`src/rtl/writeback_stage.sv`:
```
// Writeback stage: MEM/WB pipeline register, result select and load formatting, with x0/fault write suppression.
// Optional WB_INSTRET_EN builds a 64-bit retired-instruction counter; without it instretCount is tied to 0.
module writeback_stage #(
  parameter int XLEN   = 32,
  parameter int REG_AW = 5
) (
  input  logic              clk,
  input  logic              rst_n,
  input  logic              stall,
  input  logic              flush,
  input  logic              memValid,
  input  logic              memRegWrite,
  input  logic [REG_AW-1:0] memRd,
  input  logic [1:0]        memResultSel,
  input  logic [XLEN-1:0]   memAluResult,
  input  logic [XLEN-1:0]   memLoadData,
  input  logic [2:0]        memLoadFunct3,
  input  logic [XLEN-1:0]   memPcPlus4,
  input  logic [XLEN-1:0]   memImm,
  output logic              writeEnable,
  output logic [REG_AW-1:0] writeAddress,
  output logic [XLEN-1:0]   writeData,
  output logic              wbValid,
  output logic              wbLoadFault,
  output logic [63:0]       instretCount
);

  logic [1:0]        w_off;
  logic [XLEN-1:0]   w_byte_sh;
  logic [XLEN-1:0]   w_half_sh;
  logic [7:0]        w_byte;
  logic [15:0]       w_half;
  logic [XLEN-1:0]   w_load;
  logic              w_fmt_fault;
  logic              w_fault;
  logic [XLEN-1:0]   w_result;

  logic              r_valid;
  logic              r_regwrite;
  logic [REG_AW-1:0] r_rd;
  logic [XLEN-1:0]   r_data;
  logic              r_fault;

  assign w_off     = memAluResult[1:0];
  assign w_byte_sh = memLoadData >> {w_off, 3'b000};
  assign w_half_sh = memLoadData >> {w_off[1], 4'b0000};
  assign w_byte    = w_byte_sh[7:0];
  assign w_half    = w_half_sh[15:0];

  always_comb begin
    w_load      = '0;
    w_fmt_fault = 1'b0;
    case (memLoadFunct3)
      3'b000: w_load = {{(XLEN-8){w_byte[7]}}, w_byte};
      3'b001: begin
        w_load      = {{(XLEN-16){w_half[15]}}, w_half};
        w_fmt_fault = w_off[0];
      end
      3'b010: begin
        w_load      = memLoadData;
        w_fmt_fault = (w_off != 2'b00);
      end
      3'b100: w_load = {{(XLEN-8){1'b0}}, w_byte};
      3'b101: begin
        w_load      = {{(XLEN-16){1'b0}}, w_half};
        w_fmt_fault = w_off[0];
      end
      default: w_fmt_fault = 1'b1;
    endcase

    // Format faults only matter for a real instruction that selects load data.
    w_fault = memValid && (memResultSel == 2'b01) && w_fmt_fault;

    case (memResultSel)
      2'b00:   w_result = memAluResult;
      2'b01:   w_result = w_load;
      2'b10:   w_result = memPcPlus4;
      default: w_result = memImm;
    endcase
    if (w_fault) w_result = '0;
  end

  always_ff @(posedge clk or negedge rst_n) begin
    if (!rst_n) begin
      r_valid    <= 1'b0;
      r_regwrite <= 1'b0;
      r_rd       <= '0;
      r_data     <= '0;
      r_fault    <= 1'b0;
    end else if (flush) begin
      r_valid    <= 1'b0;
      r_regwrite <= 1'b0;
      r_rd       <= '0;
      r_data     <= '0;
      r_fault    <= 1'b0;
    end else if (!stall) begin
      r_valid    <= memValid;
      r_regwrite <= memRegWrite;
      r_rd       <= memRd;
      r_data     <= w_result;
      r_fault    <= w_fault;
    end
  end

  assign wbValid      = r_valid;
  assign wbLoadFault  = r_fault;
  assign writeAddress = r_rd;
  assign writeData    = r_data;
  assign writeEnable  = r_valid & r_regwrite & (r_rd != '0) & ~r_fault;

`ifdef WB_INSTRET_EN
  logic        r_retired;
  logic [63:0] r_instret;
  logic        w_retire;

  // The WB occupant retires on its first edge in WB; r_retired blocks recounting under stall.
  assign w_retire = r_valid & ~r_fault & ~r_retired;

  always_ff @(posedge clk or negedge rst_n) begin
    if (!rst_n) begin
      r_retired <= 1'b0;
      r_instret <= '0;
    end else begin
      if (w_retire) r_instret <= r_instret + 64'd1;
      if (flush || !stall) r_retired <= 1'b0;
      else if (w_retire)   r_retired <= 1'b1;
    end
  end

  assign instretCount = r_instret;
`else
  assign instretCount = '0;
`endif

endmodule
```
`config.mk`:
```
export PLATFORM = sky130hd
export DESIGN_NAME = writeback_stage
export DESIGN_NICKNAME = d
export VERILOG_FILES = /design/src/rtl/writeback_stage.sv
export SDC_FILE = /design/constraint.sdc
export NUM_CORES = 1
export LEC_CHECK = 0
export CORE_ASPECT_RATIO = 2
export CORE_MARGIN = 2
export CORE_UTILIZATION = 40
export CTS_BUF_LIST = sky130_fd_sc_hd__clkbuf_16
export DETAILED_ROUTE_END_ITERATION = 10
export GPL_ROUTABILITY_DRIVEN = 0
export GPL_TIMING_DRIVEN = 0
export PLACE_DENSITY_LB_ADDON = 0.08
export SLEW_MARGIN = 20
export SYNTH_ARGS = -nofsm -noshare
export SYNTH_HDL_FRONTEND = slang
export SYNTH_SLANG_ARGS = --single-unit
export TNS_END_PERCENT = 30
```
`constraint.sdc`:
```
create_clock -name clk -period 2.69 [get_ports clk]
set_input_delay 0.6725 -clock clk [delete_from_list [all_inputs] [get_ports clk]]
set_output_delay 0.6725 -clock clk [all_outputs]
set_load 0.02 [all_outputs]
```
==> results by group, run 1 <==
Layout
  • N_diodes: 0
  • Share of cells above drive strength 1: between 20 and 25%
  • # fillers: 834
  • Area of the multi-input gates: 2459 um^2
  • Final Non-Filler Cells: 769
  • Final Cell Area: 6246 um^2
  • Syn-to-layout area delta: 61.71%
  • Sequential cell area: 1001 um^2
  • NumNets Final: 808

Yosys
  • Post-synth top cells: buf_4, o21ai_0, dfrtp_1
  • Share of the synthesized area in the top cell type: 25.92%
  • Synth unique cells: between 40 and 50
  • Cell taking the most area after synthesis: dfrtp_1
  • Mapped cell area: 3862 um^2
  • Count leader, synth: buf_4
  • Avg Cell Area, Syn: 9.375 um^2
  • Post-synth EDFFs: 0
  • Synth Instances: 412
  • Yosys warns: 0
  • Sequential-to-total area share from yosys stat: 25.92%
  • Ys flop type: dfrtp_1
  • Synth area leaders: dfrtp_1, buf_4, mux4_2, o21ai_0, a32o_1
  • Async SR Flop Fraction: 100.0%
  • #FFs+latches synth: 40

Routing
  • Via-per-instance ratio: 5.521
  • First-pass DRT Iterations: 5
  • Post-Route WL: 15150 um
  • DRC Markers: 0
  • WL/cell: 19.69 um
  • Initial drt markers: ~160
  • ANT nets after route: 0
  • Total number of vias: ~4200

Placement
  • Port bufs: around 180
  • Post-DP Area: between 6000 and 7000 um^2
  • Final HPWL DP: roughly 12000 um
  • Placed insts: 761

Pwr
  • Pleak: 2.728 nW
  • Design Power: approximately 0.0023 W
  • IR Drop Worst-Case VDD: 0.0002892 V
  • Pwr/cell area: 364.5 nW/um^2

Clock tree
  • Longest Clk Path Bufs: 2
  • CTS tree: yes
  • # Post-CTS Setup Buffers: 0
  • H-tree levels: 2
  • Num CTS Buffers: 5
  • Clock Latency Late Sink: 0.29 ns
  • CTS Root Cell: clkbuf_16
  • Sink Count: 40
  • Clk slew on worst S/H paths: approximately 0.06 ns

STA
  • F_max: 386.8 MHz
  • Period utilization: 96.11%
  • TNS Setup: 0 ns
  • Final-report hold violation count: 0
  • Max-slew violations: 0
  • Relative slew slack: 55.87%
  • Period minus WS final: 2.585 ns
  • Unrepaired setup endpoints after global routing: true
  • Final setup vio count: 0
  • Clock Skew: 0 ns
  • Tightest Pin Transition: 0.6619 ns

Critical path
  • WP data required: 2.02 ns
  • Critical path startpoint category: flip-flop
  • WP data arrival: 1.91 ns
  • Critical path type: reg2out
  • Crit Path Max Fanout: 3
  • Crit. End Element: output port

Die
  • DIE AREA: around 11000 um^2
  • Ports: 248
  • Initial core utilization: 41.16%
  • Die H: 143.0 um
  • Row cnt: 50
  • Core Area: roughly 9400 um^2
  • Die W: 73.49 um

GRT
  • GRT overflow: 0
  • Antenna violations before repair: 0
  • Global-route wire length before repair: 22280 um
  • Largest net degree at the start of global routing: 26
  • Total track usage: 28.06%
  • Vias in the first global route: 4357

Worst hold path
  • Worst Hold Class: in2async

Outcome
  • Status: finished, final reports clean

Flow run
  • Maxcap violations: 0
worst max-delay path, cell delays in order, from the launching register on:
cell and delay [ns]:
dfrtp_1 0.39, or4_1 0.54, nor2_1 0.10, nor3_1 0.05, clkdlybuf4s50_1 0.53
flip-flops by register name (all words and copies together), names as in the netlist:
signal,count
wbValid,1
r_regwrite,1
wbLoadFault,1
writeAddress,5
writeData,32
metrics by stage:
stage / util (%) / hold slack [ns] / setup slack, ns
4_1_cts: 66.43 / 0.3262 / 0.006477
6_report: 66.56 / 0.3236 / 0.1047
3_5_place_dp: 64.53 / 0.4737 / -0.8067
3_3_place_gp: 64.37 / 0.4638 / -0.7075
5_1_grt: 66.56 / 0.3498 / -0.01250
2_1_floorplan: - / 0.3769 / 0.3673
what timing repair did:
item	CTS	global route
pin swaps	0	1
hold buffers	0	0
resized for setup	5	17
endpoints found under the setup margin	32	32
report_power, final:
part | switching (W) | internal [W]
Combinational | 0.000426 | 0.000483
Sequential | 0.0000227 | 0.000638
Clock | 0.000270 | 0.000437
per-layer routing:
metal | vias to the layer above | routed length [um] | global-route usage [%]
met5 | - | 0 | 0
met4 | 0 | 842 | 15.31
met1 | 1981 | 5114 | 29.61
met3 | 64 | 1007 | 3.176
met2 | 250 | 8181 | 51.74
li1 | 1951 | - | -
path summary, 6_finish.rpt:
kind / start / endpoint / slack [ns] / cells after the start
max: writeAddress[0]$_DFFE_PN0P_ / writeEnable / 0.10 / 4
min: rst_n / writeData[4]$_DFFE_PN0P_ / 0.32 / 1
max reg2reg: writeData[15]$_DFFE_PN0P_ / writeData[15]$_DFFE_PN0P_ / 1.90 / 2
min reg2reg: writeData[5]$_DFFE_PN0P_ / writeData[5]$_DFFE_PN0P_ / 0.48 / 2
max in group asynchronous: rst_n / writeData[13]$_DFFE_PN0P_ / 1.87 / 2
min in group clk: writeData[5]$_DFFE_PN0P_ / writeData[5]$_DFFE_PN0P_ / 0.48 / 2
layout by cell type, fill, tap and decap left out, types with 7 or more instances in the layout:
cell type / synthesis / final
o21ai_0: 59 / 58
clkbuf_1: 26 / 17
a211o_1: 16 / 16
a32o_1: 16 / 16
clkbuf_2: 0 / 9
nor2_1: 10 / 10
a21bo_2: 15 / 15
a221oi_1: 7 / 7
clkdlybuf4s50_1: 0 / 180
mux2_2: 8 / 8
nand2_1: 19 / 19
dfrtp_1: 40 / 40
mux2i_1: 13 / 13
a32oi_1: 10 / 10
buf_4: 64 / 66
conb_1: 1 / 64
o2bb2ai_1: 10 / 10
mux4_2: 17 / 17
or2_2: 11 / 11
nand2b_1: 19 / 19
kinds of logic (layout without fill, tap and decap cells):
group / Yosys count / count (layout) / share of synthesized area [%]
AO/OA/AOI/OAI: 155 / 155 / 30.77
buffers and inverters: 101 / 291 / 16.65
AND/OR/NAND/NOR: 77 / 77 / 10.95
flip-flops: 40 / 40 / 25.92
multiplexers: 38 / 38 / 15.61
other: 1 / 64 / 0.09709
final cells by class:
type | instances | share of cell area [%]
clock buffer | 5 | 2.003
tap | 104 | 2.083
sequential | 40 | 16.03
clock inverter | 3 | 0.6811
multi-input combinational | 334 | 39.36
buffer | 101 | 10.60
timing repair buffer | 182 | 29.25
(Power assumes the default switching activity.)
==> inputs of run 2 (changes only) <==
- CORE_ASPECT_RATIO: 2 -> unset
==> run 2 against run 1 <==
Via count up 1.4%. Core utilization increased by 1.2 points. First-iteration DRC count is 84% higher. Largest cell class unchanged.
==> results by group, run 2 (synthesis gave the netlist of run 1 again) <==
Critical path
  • Crit Path Max Fanout: 10
  • Critical path type: in2reg
  • WP data arrival: 2.82 ns
  • Crit. End Element: flip-flop
  • WP data required: 2.86 ns
  • Critical path startpoint category: primary input

Clock tree
  • Clk slew on worst S/H paths: 0.06 ns
  • Num CTS Buffers: 5
  • # Post-CTS Setup Buffers: 0
  • CTS tree: yes
  • Clock Latency Late Sink: between 0.2 and 0.3 ns
  • H-tree levels: 2
  • Longest Clk Path Bufs: 2
  • Sink Count: 40
  • CTS Root Cell: clkbuf_16

Placement
  • Final HPWL DP: between 10000 and 15000 um
  • Port bufs: 181

Layout
  • Syn-to-layout area delta: 62.91%
  • Most frequent cells in the layout: clkdlybuf4s50_1, buf_4, conb_1
  • Share of cells above drive strength 1: 21.54%
  • # fillers: 776
  • Commonest non-fill, non-tap cell in the layout: clkdlybuf4s50_1
  • N_diodes: 0
  • Max reg flops: 32
  • Final core occ: 67.78%
  • NumNets Final: a little over 800

STA
  • Period utilization: 98.31%
  • Clock Skew: 0 ns
  • Relative slew slack: 57.33%
  • Unrepaired setup endpoints after global routing: false
  • F_max: 378.1 MHz
  • Final-report hold violation count: 0
  • TNS Setup: 0 ns
  • Tightest Pin Transition: 0.6401 ns
  • Period minus WS final: ~2.6 ns
  • Max-slew violations: 0
  • Final setup vio count: 0
  • Hold_ws: 0.3547 ns

GRT
  • Global-route wire length before repair: 22050 um
  • Largest net degree at the start of global routing: 24
  • Total track usage: around 28%
  • Antenna violations before repair: 0
  • Vias in the first global route: 4174
  • GRT overflow: 0

Outcome
  • Status: finished, final reports clean

Routing
  • Via-per-instance ratio: ~5.4
  • DRC Markers: 0
  • Total number of vias: 4305
  • Post-Route WL: 14910 um
  • Initial drt markers: 302
  • ANT nets after route: 0
  • WL/cell: 18.80 um
  • First-pass DRT Iterations: 5

Worst hold path
  • Worst Hold Class: in2async

Die
  • Core Area: 9284 um^2
  • Row cnt: 35
  • Die H: between 100 and 150 um
  • Initial core utilization: a little over two fifths
  • DIE AREA: 10460 um^2
  • Die W: 102.3 um
  • Ports: roughly 250

Pwr
  • Pwr/cell area: approximately 370 nW/um^2
  • IR Drop Worst-Case VDD: approximately 0.00028 V
  • Pleak: 2.721 nW

Flow run
  • Maxcap violations: 0
run 2: worst max-delay path, cell delays in order:
cell	delay, ns
clkdlybuf4s50_1	0.53
or4_4	0.58
a311oi_4	0.49
buf_6	0.21
nand2_1	0.06
o31ai_1	0.27
run 2: layout make-up:
| class | count | area [um^2] | area share, % |
|---|---|---|---|
| buffer | 101 | 656.9 | 10.44 |
| clock buffer | 5 | 125.1 | 1.988 |
| clock inverter | 2 | 60.06 | 0.9545 |
| multi-input combinational | 334 | 2461 | 39.11 |
| sequential | 40 | 1001 | 15.91 |
| tap | 129 | 161.4 | 2.565 |
| timing repair buffer | 182 | 1827 | 29.03 |
run 2: worst paths after layout:
kind,to,cells past startpoint,from,slack [ns]
worst max-delay path,writeData[1]$_DFFE_PN0P_,6,memLoadFunct3[2],0.05
worst min-delay path,writeData[0]$_DFFE_PN0P_,1,rst_n,0.35
worst max register to register,writeData[1]$_DFFE_PN0P_,2,writeData[1]$_DFFE_PN0P_,1.91
worst min register to register,writeData[0]$_DFFE_PN0P_,2,writeData[0]$_DFFE_PN0P_,0.49
max in group asynchronous,writeData[23]$_DFFE_PN0P_,2,rst_n,1.83
min in group clk,writeData[0]$_DFFE_PN0P_,2,writeData[0]$_DFFE_PN0P_,0.49
run 2: routing by layer:
metal  vias up  global-route usage (%)  part of all wire [%]
met1      2042                   34.70                    39
met2       272                   45.85                    47
li1       1953                       -                     -
met3        38                   6.566                   9.9
met5         -                       0                     0
met4         0                   10.97                   3.7
run 2: stage by stage:
step / cell area (um^2) / std cells / setup slack, ns / total power [W]
final: 6292 / 793 / 0.04544 / 0.002340
after global placement: 6072 / 785 / -0.5835 / 0.001545
after floorplan: 4099 / 475 / 0.3673 / 0.001155
after detailed placement: 6087 / 786 / -0.6272 / 0.001564
after CTS: 6277 / 793 / 0.0009714 / 0.002341
after global routing: 6292 / 793 / 0.0003142 / 0.002442
run 2: power breakdown:
group	leakage, nW	internal (W)	switching, W
Clock	0.0899	0.000527	0.000244
Sequential	0.540	0.000638	0.0000218
Combinational	2.09	0.000482	0.000426
Total	2.72	0.00165	0.000693
run 2: timing repair:
action	CTS	global route
setup endpoints to repair	26	28
hold buffers	0	0
pin swaps	0	1
gates resized for setup	3	12
hold endpoints to repair	0	0
